===== src/rtl/arm_mem_pkg.sv =====
// Shared types and constants for the ARM data-memory arbiter.
package arm_mem_pkg;

  // Arbiter ownership state: free arbitration or locked to one master
  typedef enum logic [1:0] {
    IDLE  = 2'd0,
    LOCK0 = 2'd1,
    LOCK1 = 2'd2
  } arb_state_t;

  // Master identifiers, also used as the read-tracker owner tag
  localparam logic MID_CPU = 1'b0;
  localparam logic MID_DMA = 1'b1;

  // Deepest memory read latency the tracker supports
  localparam int RD_LAT_MAX = 4;

endpackage


===== src/rtl/arb_rd_tracker.sv =====
// Read-return tracker: an RD_LAT-deep shift register of {valid, owner}.
// A push in the grant cycle emerges as rvalid for that owner exactly
// RD_LAT cycles later. Reset drops every outstanding read.
module arb_rd_tracker
  import arm_mem_pkg::*;
#(
  parameter int RD_LAT = 1
) (
  input  logic clk,
  input  logic reset,
  input  logic push,
  input  logic owner,
  output logic rvalid0,
  output logic rvalid1
);

  if (RD_LAT < 1 || RD_LAT > RD_LAT_MAX) begin : g_bad_lat
    $error("arb_rd_tracker: RD_LAT=%0d outside 1..%0d", RD_LAT, RD_LAT_MAX);
  end

  logic [RD_LAT-1:0] valid_q, valid_d;
  logic [RD_LAT-1:0] owner_q, owner_d;

  // Shift the pipeline by one stage; stage 0 takes the new read
  always_comb begin
    valid_d    = valid_q;
    owner_d    = owner_q;
    valid_d[0] = push;
    owner_d[0] = owner;
    for (int i = 1; i < RD_LAT; i++) begin
      valid_d[i] = valid_q[i-1];
      owner_d[i] = owner_q[i-1];
    end
  end

  // Pipeline registers, cleared on reset so no stale rvalid survives
  always_ff @(posedge clk) begin
    if (reset) begin
      valid_q <= '0;
      owner_q <= '0;
    end else begin
      valid_q <= valid_d;
      owner_q <= owner_d;
    end
  end

  // Decode the last stage into per-master valids, silenced while in reset
  always_comb begin
    rvalid0 = !reset && valid_q[RD_LAT-1] && (owner_q[RD_LAT-1] == MID_CPU);
    rvalid1 = !reset && valid_q[RD_LAT-1] && (owner_q[RD_LAT-1] == MID_DMA);
  end

endmodule


===== src/rtl/arm_dmem_arbiter.sv =====
// Two-master arbiter for a single-port data RAM (M0 = CPU, M1 = DMA).
// Zero-cycle grant, lock support for atomic read-modify-write, and
// fixed-latency read return via arb_rd_tracker.
// Build option: ARB_ROUND_ROBIN_EN selects round-robin in IDLE instead of
// fixed M0 priority.
module arm_dmem_arbiter
  import arm_mem_pkg::*;
#(
  parameter int AW     = 32,
  parameter int DW     = 32,
  parameter int RD_LAT = 1
) (
  input  logic          clk,
  input  logic          reset,
  input  logic          m0_req,
  input  logic          m0_we,
  input  logic          m0_lock,
  input  logic [3:0]    m0_be,
  input  logic [AW-1:0] m0_addr,
  input  logic [DW-1:0] m0_wdata,
  output logic          m0_gnt,
  output logic          m0_rvalid,
  output logic [DW-1:0] m0_rdata,
  input  logic          m1_req,
  input  logic          m1_we,
  input  logic          m1_lock,
  input  logic [3:0]    m1_be,
  input  logic [AW-1:0] m1_addr,
  input  logic [DW-1:0] m1_wdata,
  output logic          m1_gnt,
  output logic          m1_rvalid,
  output logic [DW-1:0] m1_rdata,
  output logic          mem_en,
  output logic          mem_we,
  output logic [3:0]    mem_be,
  output logic [AW-1:0] mem_addr,
  output logic [DW-1:0] mem_wdata,
  input  logic [DW-1:0] mem_rdata
);

  arb_state_t state_q, state_d;
  logic       prefer0;

`ifdef ARB_ROUND_ROBIN_EN
  // rr_q names the master favoured on the next contested IDLE cycle
  logic rr_q, rr_d;

  // Hand priority to the other master after every IDLE grant
  always_comb begin
    rr_d    = rr_q;
    prefer0 = (rr_q == MID_CPU);
    if (state_q == IDLE && m0_gnt) rr_d = MID_DMA;
    if (state_q == IDLE && m1_gnt) rr_d = MID_CPU;
  end

  // Round-robin pointer; reset favours the CPU
  always_ff @(posedge clk) begin
    if (reset) rr_q <= MID_CPU;
    else       rr_q <= rr_d;
  end
`else
  // Fixed priority: the CPU always wins a contested IDLE cycle
  always_comb prefer0 = 1'b1;
`endif

  // Grant decision and next ownership state
  always_comb begin
    m0_gnt  = 1'b0;
    m1_gnt  = 1'b0;
    state_d = state_q;
    if (!reset) begin
      unique case (state_q)
        IDLE: begin
          if (m0_req && (!m1_req || prefer0)) m0_gnt = 1'b1;
          else if (m1_req)                    m1_gnt = 1'b1;
          if (m0_gnt && m0_lock) state_d = LOCK0;
          if (m1_gnt && m1_lock) state_d = LOCK1;
        end
        LOCK0: begin
          m0_gnt = m0_req;
          if (!m0_req || !m0_lock) state_d = IDLE;
        end
        LOCK1: begin
          m1_gnt = m1_req;
          if (!m1_req || !m1_lock) state_d = IDLE;
        end
        default: state_d = IDLE;
      endcase
    end
  end

  // Ownership state register; reset releases any lock
  always_ff @(posedge clk) begin
    if (reset) state_q <= IDLE;
    else       state_q <= state_d;
  end

  // Memory port mux: follows the granted master, otherwise idles on M0 fields
  always_comb begin
    mem_en    = m0_gnt | m1_gnt;
    mem_we    = m1_gnt ? m1_we : (m0_gnt & m0_we);
    mem_be    = reset ? 4'b0000 : (m1_gnt ? m1_be : m0_be);
    mem_addr  = m1_gnt ? m1_addr  : m0_addr;
    mem_wdata = m1_gnt ? m1_wdata : m0_wdata;
    m0_rdata  = mem_rdata;
    m1_rdata  = mem_rdata;
  end

  arb_rd_tracker #(
    .RD_LAT (RD_LAT)
  ) u_rd_tracker (
    .clk     (clk),
    .reset   (reset),
    .push    (mem_en & ~mem_we),
    .owner   (m1_gnt),
    .rvalid0 (m0_rvalid),
    .rvalid1 (m1_rvalid)
  );

endmodule


===== config.mk =====
export PLATFORM = sky130hd
export DESIGN_NAME = arm_dmem_arbiter
export DESIGN_NICKNAME = d
export VERILOG_FILES = /design/src/rtl/arm_mem_pkg.sv /design/src/rtl/arb_rd_tracker.sv /design/src/rtl/arm_dmem_arbiter.sv
export SDC_FILE = /design/constraint.sdc
export NUM_CORES = 1
export LEC_CHECK = 0
export ABC_AREA = 1
export BUFFER_PORTS_ARGS = -buffer_cell sky130_fd_sc_hd__buf_4
export CAP_MARGIN = 15
export CELL_PAD_IN_SITES_DETAIL_PLACEMENT = 1
export CELL_PAD_IN_SITES_GLOBAL_PLACEMENT = 1
export CORE_ASPECT_RATIO = 0.5
export CORE_MARGIN = 4
export CORE_UTILIZATION = 13
export CTS_CLUSTER_DIAMETER = 80
export DETAILED_ROUTE_END_ITERATION = 7
export PLACE_DENSITY_LB_ADDON = 0.1
export SYNTH_ARGS = -nofsm -noshare
export SYNTH_HDL_FRONTEND = slang
export SYNTH_SLANG_ARGS = --single-unit

===== constraint.sdc =====
create_clock -name clk -period 1.5 [get_ports clk]
set_clock_uncertainty 0.1 [all_clocks]
set_input_delay 0.075 -clock clk [delete_from_list [all_inputs] [get_ports clk]]
set_output_delay 0.075 -clock clk [all_outputs]
set_load 0.01 [all_outputs]

==> out/metrics.csv, run 1 <==
metric,value,unit
GP Congestion,0.742,
CTS tree,yes,
WP data required,1320,ps
Final WS setup,-76.7,ps
share of the synthesized area in the top cell type,48.1,%
Pre-antenna DRT Iters,4,
GR Overflow Total,0,
failing checks,"hold timing, setup timing",
initial antenna violation count,0,
CP Cell Sequence,nor2_4 > nand3_4 > clkinv_8 > clkbuf_16 > nand2_1 > nand2_1 > buf_6,
R2R depth,5,
Rows,28,
fin util,29.7,%
CP max stage delay,320,ps
DP HPWL,7820,µm
Final Cell Area,3520,µm²
Initial Util,13.3,%
switching pwr,0.502,mW
dpl cell area,2920,µm²
WS Path Type,reg2out,
fin crit period,1580,ps
CP Launch Point,state_q[0]$_SDFFE_PP0P_,
Max Slew Vio Count,0,
1st-iter DRT viols,45,
post-route insts no fill,640,
post-synth top area cell,nand2_1,
vias in the first global route,2540,
clock sink total,4,
Ys Warns,0,
fraction of power spent switching nets,32.2,%
hold_ws,-1.62,ps
critical hold path startpoint,m0_lock,
"commonest non-fill, non-tap cell in the layout",buf_4,
Routed Antenna Nets,0,
internal power,1.06,mW
"Area growth, synth to finish",122,%
dominant cells by area after synthesis,"nand2_1, buf_4, dfxtp_1",
Via density,3.70,
startpoint types,flip-flop,
die area,14100,µm²
reg2reg start,state_q[0]$_SDFFE_PP0P_,
hold depth,3,
syn_area_per_cell,5.01,µm²
"setup slack, reg-to-reg",380,ps
"commonest cells after routing, fill and taps aside","buf_4, nand2_1, buf_6, nand2_2, nand2_4",
"Reg clk slew, reported paths",30,ps
most frequent CP cell,nand2_1,
Die Span Y,86.1,µm
sequential share of the synthesized area,5.06,%
Skew-Pair Late Insertion Delay,220,ps
Mapped Cells,316,
top-level I/O count,314,
Cell variety after synth,17,
DP Cell Count,629,
routed wire length,10100,µm
outcome,"finished, violations left",
setup_tns,-2570,ps
power share of the combinational group,66.4,%
setup violators final,65,
Leak,2.11,nW
routed via count,2366,
Power Density,443,nW/µm²
crit-path max FO,10,
Power Total,1.56,mW
maximum clock rate,0.634,GHz
H-tree depth,1,
DR WL/cell,15.8,µm
Fin. Hold Viols,1,
Hold Crit Class,in2reg,
drt drc,0,
fin crit share,105,%
Core Box Area,11900,µm²
Max clock buf depth,2,
slew margin rel.,87.3,%
Slew @ Worst Pin,191,ps
end of the worst hold path,state_q[0]$_SDFFE_PP0P_,
largest net degree at the start of global routing,22,
Top delay family on crit path,buffers and inverters,
pre-CTS setup slack,115,ps
NumNets Final,653,
Root Buffer,clkbuf_16,
I/O Buffers,217,
n_diodes,0,
share of power burned in registers,7.4,%
Die Width,164,µm
worst path bufs/invs,3,
total track usage,12.6,%
Clock Power Share,26.2,%
Worst Setup End Kind,primary output,
WP data arrival,1400,ps
cts bufs inserted,3,
layout cell share with drive strength beyond 1,60.0,%
net count after synthesis,492,
first-pass GRT wire length,14100,µm
maximum vdd drop,0.000722,V
maxcap violations,0,
#FFs+latches synth,4,
Reg-to-Reg End,u_rd_tracker.owner_q$_SDFF_PP0_,
Mapped Area,1580,µm²
CP Depth,7,
RSZ-0062 raised after global routing,true,
"Slowest-stage cell, CP",dfxtp_2,
-- synthesized netlist by cell type --
| cell type | instances |
|---|---|
| nand3_2 | 1 |
| o211ai_1 | 1 |
| nand4_1 | 1 |
| inv_1 | 10 |
| nand3_1 | 3 |
| inv_2 | 2 |
| buf_6 | 7 |
| nand2_1 | 203 |
| a21oi_1 | 3 |
| buf_2 | 3 |
| nor2_1 | 6 |
| o21ai_0 | 2 |
| dfxtp_1 | 4 |
| buf_4 | 65 |
| nor2_4 | 1 |
| clkbuf_1 | 3 |
| nand2_2 | 1 |
-- final cells by class --
cell class	count	area, µm²
clock buffers	3	75.1
multi-input cells	222	1060
well taps	165	206
repair buffers	234	2040
fillers	1503	8350
flip-flops and latches	4	82.6
inverters	12	57.6
-- flip-flops by register name, indices dropped and copies added (netlist names) --
signal and flops:
u_rd_tracker.valid_q 1, state_q 2, u_rd_tracker.owner_q 1
-- power by group through the flow --
stage               combinational, mW  sequential [mW]  clock [mW]
global route                     1.12            0.117       0.424
floorplan                       0.471            0.116           0
detailed placement              0.879            0.116           0
CTS                             0.959            0.116       0.418
global placement                0.881            0.116           0
finish                           1.04            0.116       0.409
-- cell families after synthesis --
logic type / Yosys count / share of synthesized area [%]
AOI/OAI and AO/OA: 6 / 2.05
buffers and inverters: 90 / 40.3
DFF: 4 / 5.06
and+or+nand+nor: 216 / 52.6
-- timing repair --
action                                 in CTS  in global routing
resized for setup                          34                 80
buffers inserted                            2                  0
pin swaps                                   5                 15
gates cloned                                4                  2
setup endpoints to repair                  66                 69
hold buffers                                1                  0
endpoints found under the hold margin       2                  0
-- layer usage --
metal	part of all wire (%)	wire, µm	up-vias	track usage, %
met5	0	0	-	0
li1	-	-	1195	-
met3	6.6	665	24	2.40
met2	59	5920	79	26.4
met4	0.81	82	0	2.44
met1	34	3420	1068	12.9
-- worst max path at each step --
stage | end | slack [ps]
floorplan | mem_addr[10] | 260
global placement | mem_wdata[16] | 150
detailed placement | mem_wdata[0] | 120
CTS | mem_wdata[6] | -80
global route | mem_wdata[21] | -160
finish | mem_addr[6] | -80
-- worst min-delay path, delay by kind of cell --
family	cells	cell delay, ps
buf+inv	1	80
simple gates	2	130
Note: power is estimated with default switching activity, not from simulation.
==> inputs of run 2 (changes only) <==
--- a/config.mk
+++ b/config.mk
@@ -14,8 +14,10 @@
 export CORE_MARGIN = 4
 export CORE_UTILIZATION = 13
 export CTS_CLUSTER_DIAMETER = 80
+export CTS_CLUSTER_SIZE = 10
 export DETAILED_ROUTE_END_ITERATION = 7
 export PLACE_DENSITY_LB_ADDON = 0.1
+export SKIP_LAST_GASP = 1
 export SYNTH_ARGS = -nofsm -noshare
 export SYNTH_HDL_FRONTEND = slang
 export SYNTH_SLANG_ARGS = --single-unit
==> out/metrics.csv, run 2 (same netlist as run 1, synthesis figures left out) <==
metric,value,unit
Worst Setup End Kind,primary output,
DP Cell Count,629,
Rows,28,
maxcap violations,0,
post-route insts no fill,640,
reg2reg start,state_q[0]$_SDFFE_PP0P_,
1st-iter DRT viols,40,
Final Cell Area,3460,µm²
CP Launch Point,state_q[0]$_SDFFE_PP0P_,
RSZ-0062 raised after global routing,true,
Via density,3.67,
initial antenna violation count,0,
"Area growth, synth to finish",118,%
maximum clock rate,0.636,GHz
largest net degree at the start of global routing,22,
slew margin rel.,87.4,%
die area,14100,µm²
Biggest register,state_q,
hold_ws,-1.72,ps
WP data required,1320,ps
NumNets Final,653,
top-level I/O count,314,
dpl cell area,2920,µm²
layout cell share with drive strength beyond 1,59.4,%
GP Congestion,0.742,
setup violators final,65,
Pre-antenna DRT Iters,4,
Leak,2.09,nW
WS Path Type,reg2out,
cts bufs inserted,3,
n_diodes,0,
routed via count,2347,
Top Registers,"state_q: 2 flops, u_rd_tracker.owner_q: 1 flops, u_rd_tracker.valid_q: 1 flops",
Core Box Area,11900,µm²
Initial Util,13.3,%
Die Width,164,µm
Root Buffer,clkbuf_16,
Die Span Y,86.1,µm
fin crit share,105,%
crit-path max FO,10,
Final WS setup,-72.6,ps
CTS tree,yes,
outcome,"finished, violations left",
number of fill cells,1501,
failing checks,"hold timing, setup timing",
GR Overflow Total,0,
clock sink total,4,
Skew-Pair Late Insertion Delay,220,ps
critical hold path startpoint,m0_lock,
DP HPWL,7820,µm
"Reg clk slew, reported paths",30,ps
Routed Antenna Nets,0,
drt drc,0,
DR WL/cell,15.7,µm
max reg flops,2,
H-tree depth,1,
routed wire length,10000,µm
total track usage,12.5,%
first-pass GRT wire length,14100,µm
"commonest cells after routing, fill and taps aside","buf_4, nand2_1, nand2_2, buf_6, nand2_4",
I/O Buffers,217,
startpoint types,flip-flop,
Slew @ Worst Pin,189,ps
Hold Crit Class,in2reg,
maximum vdd drop,0.000722,V
"commonest non-fill, non-tap cell in the layout",buf_4,
setup_tns,-2500,ps
vias in the first global route,2519,
Max Slew Vio Count,0,
WP data arrival,1400,ps
Fin. Hold Viols,1,
Power Density,443,nW/µm²
fin crit period,1570,ps
Max clock buf depth,2,
[run 2: changes by cell type in the layout (fill, tap and decap cells not counted)]
cell / change
o21ai_1: -1
buf_6: -16
nand2_2: -3
o21ai_0: +1
nand2_1: +3
buf_4: +16
[run 2: layout make-up]
class	count	area (µm²)	area share (%)
flip-flops and latches	4	82.6	2.39
multi-input cells	222	1050	30.5
inverters	12	57.6	1.67
repair buffers	234	1980	57.3
well taps	165	206	5.97
clock buffers	3	75.1	2.17
[run 2: final timing paths]
check	slack [ps]	to	cells past startpoint
worst max-delay path	-70	mem_wdata[21]	7
worst min-delay path	-2	state_q[0]$_SDFFE_PP0P_	3
worst max register to register	380	u_rd_tracker.owner_q$_SDFF_PP0_	5
worst min register to register	450	state_q[1]$_SDFFE_PP0P_	2
[run 2: where the power goes]
group / leakage (nW) / internal [mW] / switching [mW]
logic: 2.02 / 0.584 / 0.421
registers: 0.0338 / 0.113 / 0.00267
clock network: 0.0370 / 0.340 / 0.0692
total: 2.09 / 1.04 / 0.493
[run 2: timing repair]
item	CTS	global route
gates resized for setup	26	68
endpoints found under the setup margin	66	69
setup buffers	2	0
gates cloned	4	2
pin swaps	5	15
hold buffers	1	0
endpoints found under the hold margin	2	0
[run 2: critical path, stage by stage (launching register included)]
cell and delay (ps):
dfxtp_2 320, nor2_4 130, nand3_4 150, clkinv_8 160, clkbuf_16 180, nand2_1 50, nand2_1 50, buf_4 110
[run 2: layer usage]
layer	share of wire (%)	vias up	global-route usage, %
li1	-	1194	-
met1	34	1048	12.8
met2	58	81	26.4
met3	6.8	24	2.40
met4	0.82	0	2.28
met5	0	-	0
[run 2: metrics by stage]
step	util, %	setup slack (ps)	power [mW]
2_1_floorplan	-	264	0.587
3_3_place_gp	24.6	149	0.997
3_5_place_dp	24.6	115	0.995
4_1_cts	26.9	-76.4	1.48
5_1_grt	29.1	-142	1.63
6_report	29.1	-72.6	1.53
